**config.mk**
```make
export PLATFORM = sky130hd
export DESIGN_NAME = mem_arbiter
export DESIGN_NICKNAME = d
export VERILOG_FILES = /design/src/rtl/mem_arbiter_pkg.sv /design/src/rtl/mem_arbiter.sv
export SDC_FILE = /design/constraint.sdc
export NUM_CORES = 1
export LEC_CHECK = 0
export CORE_ASPECT_RATIO = 0.6
export CORE_MARGIN = 2
export CORE_UTILIZATION = 43
export DETAILED_ROUTE_END_ITERATION = 10
export GPL_TIMING_DRIVEN = 0
export PLACE_DENSITY = 0.81
export SYNTH_ARGS = -nofsm -noshare
export SYNTH_HDL_FRONTEND = slang
export SYNTH_SLANG_ARGS = --single-unit
export TNS_END_PERCENT = 5
```
**constraint.sdc**
```tcl
create_clock -name CLK -period 1.84 [get_ports CLK]
set_input_delay 0.184 -clock CLK [delete_from_list [all_inputs] [get_ports CLK]]
set_output_delay 0.184 -clock CLK [all_outputs]
set_load 0.005 [all_outputs]
```
**src/rtl/mem_arbiter_pkg.sv**
```systemverilog
// Encodings and widths shared by the instruction/data memory arbiter and its bench.
package mem_arbiter_pkg;

  localparam int ADDR_W  = 6;
  localparam int BLOCK_W = 32;

  localparam logic [1:0] ST_IDLE  = 2'd0;
  localparam logic [1:0] ST_GRANT = 2'd1;
  localparam logic [1:0] ST_DONE  = 2'd2;

  localparam logic OWN_I = 1'b0;
  localparam logic OWN_D = 1'b1;

endpackage

```
**src/rtl/mem_arbiter.sv**
```systemverilog
// Arbitrates one block memory port between an instruction cache (read only)
// and a data cache (read/write), round-robin when both ask at once.
//
// state    | meaning
// ---------+---------------------------------------------------------
// ST_IDLE  | no owner; any request is granted on the next edge
// ST_GRANT | memory strobe held from registers until busy has come and gone
// ST_DONE  | one-cycle completion; owner's busywait drops here
module mem_arbiter
  import mem_arbiter_pkg::*;
(
  input  logic               CLK,
  input  logic               RESET,
  input  logic               I_READ,
  input  logic [ADDR_W-1:0]  I_ADDRESS,
  output logic [BLOCK_W-1:0] I_READDATA,
  output logic               I_BUSYWAIT,
  input  logic               D_READ,
  input  logic               D_WRITE,
  input  logic [ADDR_W-1:0]  D_ADDRESS,
  input  logic [BLOCK_W-1:0] D_WRITEDATA,
  output logic [BLOCK_W-1:0] D_READDATA,
  output logic               D_BUSYWAIT,
  output logic               MEM_READ,
  output logic               MEM_WRITE,
  output logic [ADDR_W-1:0]  MEM_ADDRESS,
  output logic [BLOCK_W-1:0] MEM_WRITEDATA,
  input  logic [BLOCK_W-1:0] MEM_READDATA,
  input  logic               MEM_BUSYWAIT
);

  logic [1:0]         r_state;
  logic               r_owner;
  logic               r_last_owner;
  logic               r_seen_busy;
  logic               r_mem_read;
  logic               r_mem_write;
  logic [ADDR_W-1:0]  r_mem_address;
  logic [BLOCK_W-1:0] r_mem_writedata;
  logic [BLOCK_W-1:0] r_i_readdata;
  logic [BLOCK_W-1:0] r_d_readdata;

  logic w_i_req;
  logic w_d_req;
  logic w_next_owner;
  logic w_complete;

  assign w_i_req = I_READ;
  assign w_d_req = D_READ | D_WRITE;
  // Contention goes to whoever did not own the last completed transaction.
  assign w_next_owner = (w_i_req & w_d_req) ? ~r_last_owner : w_d_req;
  assign w_complete   = r_seen_busy & ~MEM_BUSYWAIT;

  always_ff @(posedge CLK or negedge RESET) begin
    if (!RESET) begin
      r_state         <= ST_IDLE;
      r_owner         <= OWN_I;
      r_last_owner    <= OWN_I;
      r_seen_busy     <= 1'b0;
      r_mem_read      <= 1'b0;
      r_mem_write     <= 1'b0;
      r_mem_address   <= '0;
      r_mem_writedata <= '0;
      r_i_readdata    <= '0;
      r_d_readdata    <= '0;
    end else begin
      case (r_state)
        ST_IDLE: begin
          if (w_i_req | w_d_req) begin
            r_state     <= ST_GRANT;
            r_owner     <= w_next_owner;
            r_seen_busy <= 1'b0;
            if (w_next_owner == OWN_D) begin
              r_mem_address   <= D_ADDRESS;
              r_mem_writedata <= D_WRITEDATA;
              r_mem_write     <= D_WRITE;
              r_mem_read      <= ~D_WRITE;
            end else begin
              r_mem_address <= I_ADDRESS;
              r_mem_write   <= 1'b0;
              r_mem_read    <= 1'b1;
            end
          end
        end
        ST_GRANT: begin
          if (MEM_BUSYWAIT) begin
            r_seen_busy <= 1'b1;
          end
          if (w_complete) begin
            r_state     <= ST_DONE;
            r_mem_read  <= 1'b0;
            r_mem_write <= 1'b0;
            if (r_mem_read) begin
              if (r_owner == OWN_D) begin
                r_d_readdata <= MEM_READDATA;
              end else begin
                r_i_readdata <= MEM_READDATA;
              end
            end
          end
        end
        ST_DONE: begin
          r_state      <= ST_IDLE;
          r_last_owner <= r_owner;
        end
        default: r_state <= ST_IDLE;
      endcase
    end
  end

  assign I_BUSYWAIT    = w_i_req & ~((r_state == ST_DONE) & (r_owner == OWN_I));
  assign D_BUSYWAIT    = w_d_req & ~((r_state == ST_DONE) & (r_owner == OWN_D));
  assign I_READDATA    = r_i_readdata;
  assign D_READDATA    = r_d_readdata;
  assign MEM_READ      = r_mem_read;
  assign MEM_WRITE     = r_mem_write;
  assign MEM_ADDRESS   = r_mem_address;
  assign MEM_WRITEDATA = r_mem_writedata;

endmodule

```
# Word-level counts from Yosys, hierarchy flattened
# Index checks and enable logic that the tools add are counted.
[op_classes]
bitwise_logic = 14
muxes = 15
eq_ne = 5
n_reduce_logical = 9
[op_table]
columns = ["operator", "count"]
rows = [
  ["AND reduction 3 bit", 3],
  ["2-to-1 mux 1 bit", 8],
  ["AND reduction 4 bit", 2],
  ["AND 1 bit", 6],
  ["2-to-1 mux 6 bit", 1],
  ["inequality test 2 bit (second input constant)", 3],
  ["NOT 1 bit", 6],
  ["one-hot mux 1 bit (2 select lines)", 3],
  ["2-to-1 mux 2 bit", 2],
  ["one-hot mux 2 bit (2 select lines)", 1],
  ["AND reduction 2 bit", 2],
  ["== test 2 x 1 -> 1 bit (second input constant)", 1],
  ["== test 2 bit (second input constant)", 1],
  ["logical NOT 2 bit", 1],
  ["OR 1 bit", 2],
  ["nonzero test 2 bit", 1],
]
[totals]
reg_bits = 109
in_bits = 82
word_cells = 53
out_inout_bits = 106

# Depth between registers and ports, before layout
# Gate-level depths: netlist of run 1.
[logic_depth]
depth_word = 6
depth_mapped = 5
ltp_nobuf = 4

# Worst setup path before layout of run 1
# No wires, ideal clock.
[synth_path]
path_kind = "flip-flop to flip-flop"
start = "register r_state[0]"
end = "register r_mem_writedata[13], in the netlist MEM_WRITEDATA[13]"
path_slack_ns = 0.338
path_buffers = 2
synth_period_minus_slack_ns = 1.502
t_required_ns = 1.715
setup_time_ns = 0.125
stages_incl_launch_ff = 6
arrival_time_ns = 1.377
cell_sequence = "dfrtp_1 > nor2_1 > and3b_1 > buf_6 > buf_6 > mux2_2"
[synth_between]
elab_chain_len = 2
[synth_rtl]
columns = ["element", "line", "rtl"]
rows = [
  ["start: declaration", "mem_arbiter.sv:32", "logic [1:0] r_state;"],
  ["start signal: assignment", "mem_arbiter.sv:56", "r_state <= ST_IDLE;"],
  ["start signal: assignment", "mem_arbiter.sv:70", "r_state <= ST_GRANT;"],
  ["start signal: assignment", "mem_arbiter.sv:90", "r_state <= ST_DONE;"],
  ["logical NOT 2 bit", "mem_arbiter.sv:67", "case (r_state)"],
  ["AND reduction 3 bit (no source line)", "-", ""],
  ["end signal: assignment", "mem_arbiter.sv:63", "r_mem_writedata <= '0;"],
  ["end signal: assignment", "mem_arbiter.sv:75", "r_mem_writedata <= D_WRITEDATA;"],
  ["end: declaration", "mem_arbiter.sv:39", "logic [BLOCK_W-1:0] r_mem_writedata;"],
]
# No other way between the ends.
# A chain may end at the register's enable or synchronous reset.

# Worst setup path after layout of run 1
[layout_path]
start = "register r_state[0]"
end = "output I_BUSYWAIT"
[layout_between]
elab_chain_len = 4
[layout_rtl]
columns = ["element", "line", "rtl"]
rows = [
  ["== test 2 bit", "mem_arbiter.sv:111", "assign I_BUSYWAIT = w_i_req & ~((r_state == ST_DONE) & (r_owner == OWN_I));"],
  ["AND 1 bit", "mem_arbiter.sv:111", ""],
  ["NOT 1 bit", "mem_arbiter.sv:111", ""],
  ["AND 1 bit", "mem_arbiter.sv:111", ""],
  ["end: declaration", "mem_arbiter.sv:17", "output logic I_BUSYWAIT,"],
]
# No other way between the ends.

==> impl_metrics.yaml, run 1 <==
cells_and_area:
  stdcell_count: 593
  drive_gt1_frac: 0.301
  seqCellArea_um2: 2730
  multi_input_area_um2: 1660
  fill_cells: 704
  final_common_cell: "clkdlybuf4s50_1"
  n_antenna_cell: 0
  nNetsFinal: 537
  syn_to_final_growth_pct: 52.9
  mostFrequentLayoutCells: "clkdlybuf4s50_1, dfrtp_1, mux2_4"
  design_area_um2: 6900
logic_synthesis:
  ys_seq_elements: 109
  synth_seq_area_share: 0.604
  yosysTopAreaCell: "dfrtp_1"
  synthesis.area_um2: 4510
  avgSynthCellArea_um2: 17.8
  syn-num-nets: 336
  ys_types: 25
  synth.area.top_cells: "dfrtp_1, mux2_4, mux2_2"
  netlist.area_leader.share: 0.604
  synth_warnings: 0
  synthCells: 254
critical_path:
  cpPeakStageDelay_ns: 0.46
  cp_slowest_cell: "clkdlybuf4s50_1"
  cp_cell_sequence: "inv_1 > nand2_1 > o21a_1 > clkdlybuf4s50_1"
  endpoint_kind: "primary output"
  start_kind: "flop"
  cp-startpoint: "r_state[0]$_DFFE_PN0P_"
  r2r_start: "r_state[1]$_DFFE_PN0P_"
  cp.required_ns: 1.66
  critPathKind: "flop to primary output"
  critPathMaxFanout: 4
  cp.arrival_ns: 1.57
  r2r_cells: 5
floorplan:
  pin_count: 188
  die_width_um: 136
  fp.dieH_um: 83.4
  coreArea_um2: 10000
  die_area_um2: 11400
  start_util: 0.451
  row_count: 28
power_and_ir_drop:
  p_int_w: 0.00858
  p_total_w: 0.0116
  powerDensity_nw_per_um2: 1680
  p_leak_nw: 3.13
  power_frac_seq: 0.376
  pwr-share-comb: 0.454
  swShare: 0.261
  power.share.clock: 0.171
  power_switching_w: 0.00304
  ir_drop_uv: 775
grt:
  grt_pass1_vias: 3112
  grt_antenna_before_repair: 0
  grt_overflow_total: 0
  grt_pass1_wl_um: 17100
  gr-usage-all-layers: 0.196
  grt_max_degree: 57
clocking:
  htree_levels: 3
  cts_max_path_buffers: 2
  cts_tree: "done"
  clockRootBuffer: "clkbuf_16"
  path_clk_slew_ns: 0.07
  clkSinkCount: 109
  numCtsBuffers: 9
  clk_latency_ns: 0.34
placement:
  dp.cells: 577
  dpl_cell_area_um2: 6580
  dp_hpwl_um: 7950
  gp_congestion: 0.708
  io_buffers: 187
timing:
  slew_headroom: 0.534
  whs_ns: 0.432
  worst_clock_skew_ns: 0.00728
  rsz0062_at_grt: "false"
  slew_violations: 0
  setup_violations: 0
  layout_min_cycle_time_ns: 1.75
  finalHoldViolCount: 0
  tns_ns: 0
  post-route-period-util: 0.952
  fmax_mhz: 571
  worst_slew_pin_slew_ns: 0.698
route:
  drt-vias-per-instance: 4.81
  wl_per_cell_um: 17.7
  drt-pass1-iter-count: 4
  vias: 2852
  ant_nets: 0
  drt_iter0_markers: 121
  drc: 0
  wirelength_um: 10500
run_status:
  status: "finished clean"
flow_run:
  cap_violations: 0
hold_path:
  hp-class: "input pin to async pin"
## registers in the layout, indices dropped and copies added (netlist names), 2 cells and up
signal and flops:
r_state 2, D_READDATA 32, MEM_WRITEDATA 32, I_READDATA 32
MEM_ADDRESS 6
## cell type report
class                           instances  area share
Buffer                                 11      0.0169
Clock buffer                           10      0.0332
Clock inverter                          4      0.0109
Inverter                                3     0.00163
Multi-Input combinational cell        131       0.240
Sequential cell                       109       0.395
Tap cell                              135      0.0245
Timing Repair Buffer                  190       0.277
## through the flow
| step | util | worst slack (ns) |
|---|---|---|
| after global routing | 0.689 | 0.00252 |
| final | 0.689 | 0.0886 |
| after floorplan | - | 0.338 |
| after CTS | 0.688 | 0.0296 |
| after global placement | 0.654 | -3.37 |
| after detailed placement | 0.657 | -0.147 |
## worst max-delay path, delay by kind of cell (launching register included)
kind | cells | cell delay [ns]
buf+inv | 2 | 0.55
simple gates | 1 | 0.08
flops | 1 | 0.43
compound gates | 1 | 0.18
## layer usage
| metal | track usage | up-vias | share of wire |
|---|---|---|---|
| met4 | 0.0455 | 0 | 0.0083 |
| met2 | 0.297 | 113 | 0.45 |
| met5 | 0 | - | 0 |
| met1 | 0.264 | 1431 | 0.46 |
| met3 | 0.0781 | 7 | 0.081 |
| li1 | - | 1301 | - |
## cells by family (layout without fill, tap and decap cells)
| kind of cell | count (synthesis) | after routing | synth area share |
|---|---|---|---|
| flip-flops | 109 | 109 | 0.604 |
| AND/OR/NAND/NOR | 12 | 12 | 0.0238 |
| buffers and inverters | 14 | 218 | 0.0283 |
| AO/OA/AOI/OAI | 10 | 10 | 0.0169 |
| multiplexers | 109 | 109 | 0.327 |
## power groups by stage
stage | registers, W | clock network [W] | logic (W)
final | 0.00436 | 0.00198 | 0.00527
after detailed placement | 0.00437 | 0 | 0.00531
after global routing | 0.00451 | 0.00215 | 0.00562
after global placement | 0.00431 | 0 | 0.00518
after floorplan | 0.00437 | 0 | 0.00226
after CTS | 0.00437 | 0.00205 | 0.00533
## synth_stat cells
library cell and instances:
dfrtp_1 109, mux2_4 66, mux2_2 41, buf_6 10, nand2_1 4, inv_1 2, mux2_1 2, nor2_1 2
o31ai_1 2, a21boi_0 1, a21o_1 1, a31oi_1 1, a32o_1 1, and3b_1 1, clkbuf_1 1, inv_2 1
nand3_1 1, nand3_4 1, nand3b_4 1, nand4bb_4 1, nor2b_1 1, o21a_1 1, o21ai_0 1, o2bb2ai_1 1
o31a_1 1
## path summary, 6_finish.rpt
check                                                end  slack [ns]
max                                           I_BUSYWAIT        0.09
min                        MEM_WRITEDATA[16]$_DFFE_PN0P_        0.43
min in group CLK            MEM_WRITEDATA[6]$_DFFE_PN0P_        0.46
max reg2reg                MEM_WRITEDATA[15]$_DFFE_PN0P_        0.16
min reg2reg                MEM_WRITEDATA[30]$_DFFE_PN0P_        0.49
max in group asynchronous         r_state[0]$_DFFE_PN0P_        0.69
## timing repair
action | in CTS | in global routing
hold buffers | 1 | 0
setup buffers | 0 | 1
endpoints found under the setup margin | 0 | 1
endpoints found under the hold margin | 53 | 0
gates resized for setup | 0 | 1
(Power assumes the default switching activity.)
==> run 2, diff against run 1 <==
--- a/config.mk
+++ b/config.mk
@@ -5,11 +5,11 @@
 export SDC_FILE = /design/constraint.sdc
 export NUM_CORES = 1
 export LEC_CHECK = 0
+export CAP_MARGIN = 20
 export CORE_ASPECT_RATIO = 0.6
 export CORE_MARGIN = 2
 export CORE_UTILIZATION = 43
 export DETAILED_ROUTE_END_ITERATION = 10
-export GPL_TIMING_DRIVEN = 0
 export PLACE_DENSITY = 0.81
 export SYNTH_ARGS = -nofsm -noshare
 export SYNTH_HDL_FRONTEND = slang
==> run 2 against run 1 <==
Via count increased by 0.95%. Critical endpoint is now D_BUSYWAIT. Highest routed layer unchanged. Wire length increased by 0.66%. Combinational power about the same. Setup slack got worse by 0.0017 ns. Clock power decreased by 9.6%. Global-route usage decreased by 0.12 points. Clock skew increased by 0.0030 ns. Sequential share of layout area about the same. Die area unchanged. Critical path depth unchanged.
==> impl_metrics.yaml, run 2 (synthesized netlist as in run 1, its figures left out) <==
power_and_ir_drop:
  p_int_w: 0.00834
  power_switching_w: 0.00305
  pwr-share-comb: 0.460
  power.share.clock: 0.157
  power_frac_seq: 0.383
  ir_drop_uv: 792
  p_leak_nw: 3.14
  swShare: 0.268
  powerDensity_nw_per_um2: 1650
critical_path:
  cp.depth: 4
  cp_cell_sequence: "buf_4 > inv_1 > a31oi_1 > clkdlybuf4s50_1"
  crit_buf_inv: 3
  critPathKind: "flop to primary output"
  cp_slowest_cell: "clkdlybuf4s50_1"
  cp.arrival_ns: 1.57
  cpLargestDelayFamily: "buffers and inverters"
  ff2ff_setup_slack_ns: 0.15
  endpoint_kind: "primary output"
  r2r_start: "r_state[1]$_DFFE_PN0P_"
  start_kind: "flop"
  cpPeakStageDelay_ns: 0.53
  cp-startpoint: "r_state[0]$_DFFE_PN0P_"
  critPathMaxFanout: 3
  r2r_cells: 4
  crit_path_end: "D_BUSYWAIT"
  timing.rr.end: "MEM_WRITEDATA[15]$_DFFE_PN0P_"
  cp.required_ns: 1.66
grt:
  grt_pass1_wl_um: 16900
  grt_overflow_total: 0
  grt_pass1_vias: 3149
  grt_use_met3: 0.0611
  grt_max_degree: 48
  busiest_layer: "met2"
  use_met2: 0.307
  grt_antenna_before_repair: 0
  gr-usage-all-layers: 0.195
  met1_usage: 0.262
run_status:
  status: "finished clean"
placement:
  io_buffers: 187
  dp.cells: 577
  gp_congestion: 0.711
  dp_hpwl_um: 7960
  pre_cts_ws_ns: -0.111
cells_and_area:
  final_common_cell: "clkdlybuf4s50_1"
  syn_to_final_growth_pct: 52.9
  stdcell_count: 594
  drive_gt1_frac: 0.301
  nNetsFinal: 536
  fill_cells: 680
  mostFrequentLayoutCells: "clkdlybuf4s50_1, dfrtp_1, mux2_4"
  n_antenna_cell: 0
route:
  drc: 0
  drt-pass1-iter-count: 4
  vias: 2879
  drt_iter0_markers: 77
  wl_per_cell_um: 17.8
  drt-vias-per-instance: 4.85
  wirelength_um: 10600
  ant_nets: 0
timing:
  slew_headroom: 0.609
  worst_clock_skew_ns: 0.0103
  fmax_mhz: 570
  rsz0062_at_grt: "false"
  worst_slew_pin_slew_ns: 0.586
  setup_violations: 0
  post-route-period-util: 0.953
  layout_min_cycle_time_ns: 1.75
  slew_violations: 0
  setup_slack_ns: 0.0869
  finalHoldViolCount: 0
  tns_ns: 0
floorplan:
  die_width_um: 136
  pin_count: 188
  coreArea_um2: 10000
  row_count: 28
  start_util: 0.451
  fp.dieH_um: 83.4
  die_area_um2: 11400
flow_run:
  cap_violations: 0
clocking:
  path_clk_slew_ns: 0.07
  clkSinkCount: 109
  clockRootBuffer: "clkbuf_16"
  cts_tree: "done"
  cts_max_path_buffers: 2
  numCtsBuffers: 9
  clk_latency_ns: 0.34
  htree_levels: 3
hold_path:
  hp-class: "input pin to async pin"
run 2: cell count changes in the layout (fill, tap and decap cells not counted), sizes merged:
cell,previous run,this run
bufinv,2,0
clkinv,0,3
clkdlybuf4s50,186,185
clkbuf,11,12
clkinvlp,2,1
dlygate4sd2,0,1
run 2: per-stage QoR:
step	total power (W)	utilization	cell area, um2	hold slack (ns)
3_3_place_gp	0.00949	0.660	6610	0.113
4_1_cts	0.0115	0.689	6900	0.298
3_5_place_dp	0.00968	0.660	6610	0.120
5_1_grt	0.0121	0.689	6900	0.324
6_report	0.0114	0.689	6900	0.295
2_1_floorplan	0.00663	-	4510	-0.112
run 2: cell type report:
class | instances | area (um2) | area share
tap | 135 | 169 | 0.0245
inverter | 3 | 11.3 | 0.00163
sequential | 109 | 2730 | 0.395
multi-input combinational | 131 | 1660 | 0.240
clock buffer | 12 | 246 | 0.0357
timing repair buffer | 200 | 2060 | 0.298
clock inverter | 4 | 33.8 | 0.00489
run 2: repair_timing:
action / 4_1_cts / 5_1_grt
hold buffers: 1 / 0
gates resized for setup: 1 / 0
buffers inserted: 0 / 0
hold endpoints to repair: 23 / 0
endpoints found under the setup margin: 1 / 0
run 2: worst min path at each step:
stage                     startpoint                             to  cells past startpoint  slack (ns)
after global placement         RESET  MEM_WRITEDATA[15]$_DFFE_PN0P_                      1        0.11
final                          RESET  MEM_WRITEDATA[15]$_DFFE_PN0P_                      2        0.29
after global routing           RESET  MEM_WRITEDATA[15]$_DFFE_PN0P_                      2        0.32
after CTS                      RESET            r_owner$_DFFE_PN0P_                      2        0.30
after detailed placement       RESET  MEM_WRITEDATA[15]$_DFFE_PN0P_                      1        0.12
after floorplan                RESET      D_READDATA[0]$_DFFE_PN0P_                      0       -0.11
run 2: power groups by stage:
| stage | combinational [W] | sequential, W | clock, W |
|---|---|---|---|
| after floorplan | 0.00226 | 0.00437 | 0 |
| after global placement | 0.00516 | 0.00433 | 0 |
| after detailed placement | 0.00530 | 0.00438 | 0 |
| after CTS | 0.00531 | 0.00438 | 0.00185 |
| after global routing | 0.00558 | 0.00453 | 0.00196 |
| final | 0.00524 | 0.00436 | 0.00179 |
run 2: per-layer routing:
layer  vias to the layer above  part of all wire  wire length (um)
met4                         0            0.0086                91
met5                         -                 0                 0
met3                         8             0.084               882
li1                       1298                 -                 -
met1                      1455              0.45              4710
met2                       118              0.46              4870
run 2: worst reg2reg max path, delay by kind of cell (launching register included):
family | cells | cell delay, ns
muxes | 1 | 0.38
DFF | 1 | 0.44
buffers and inverters | 1 | 0.24
and+or+nand+nor | 2 | 0.52
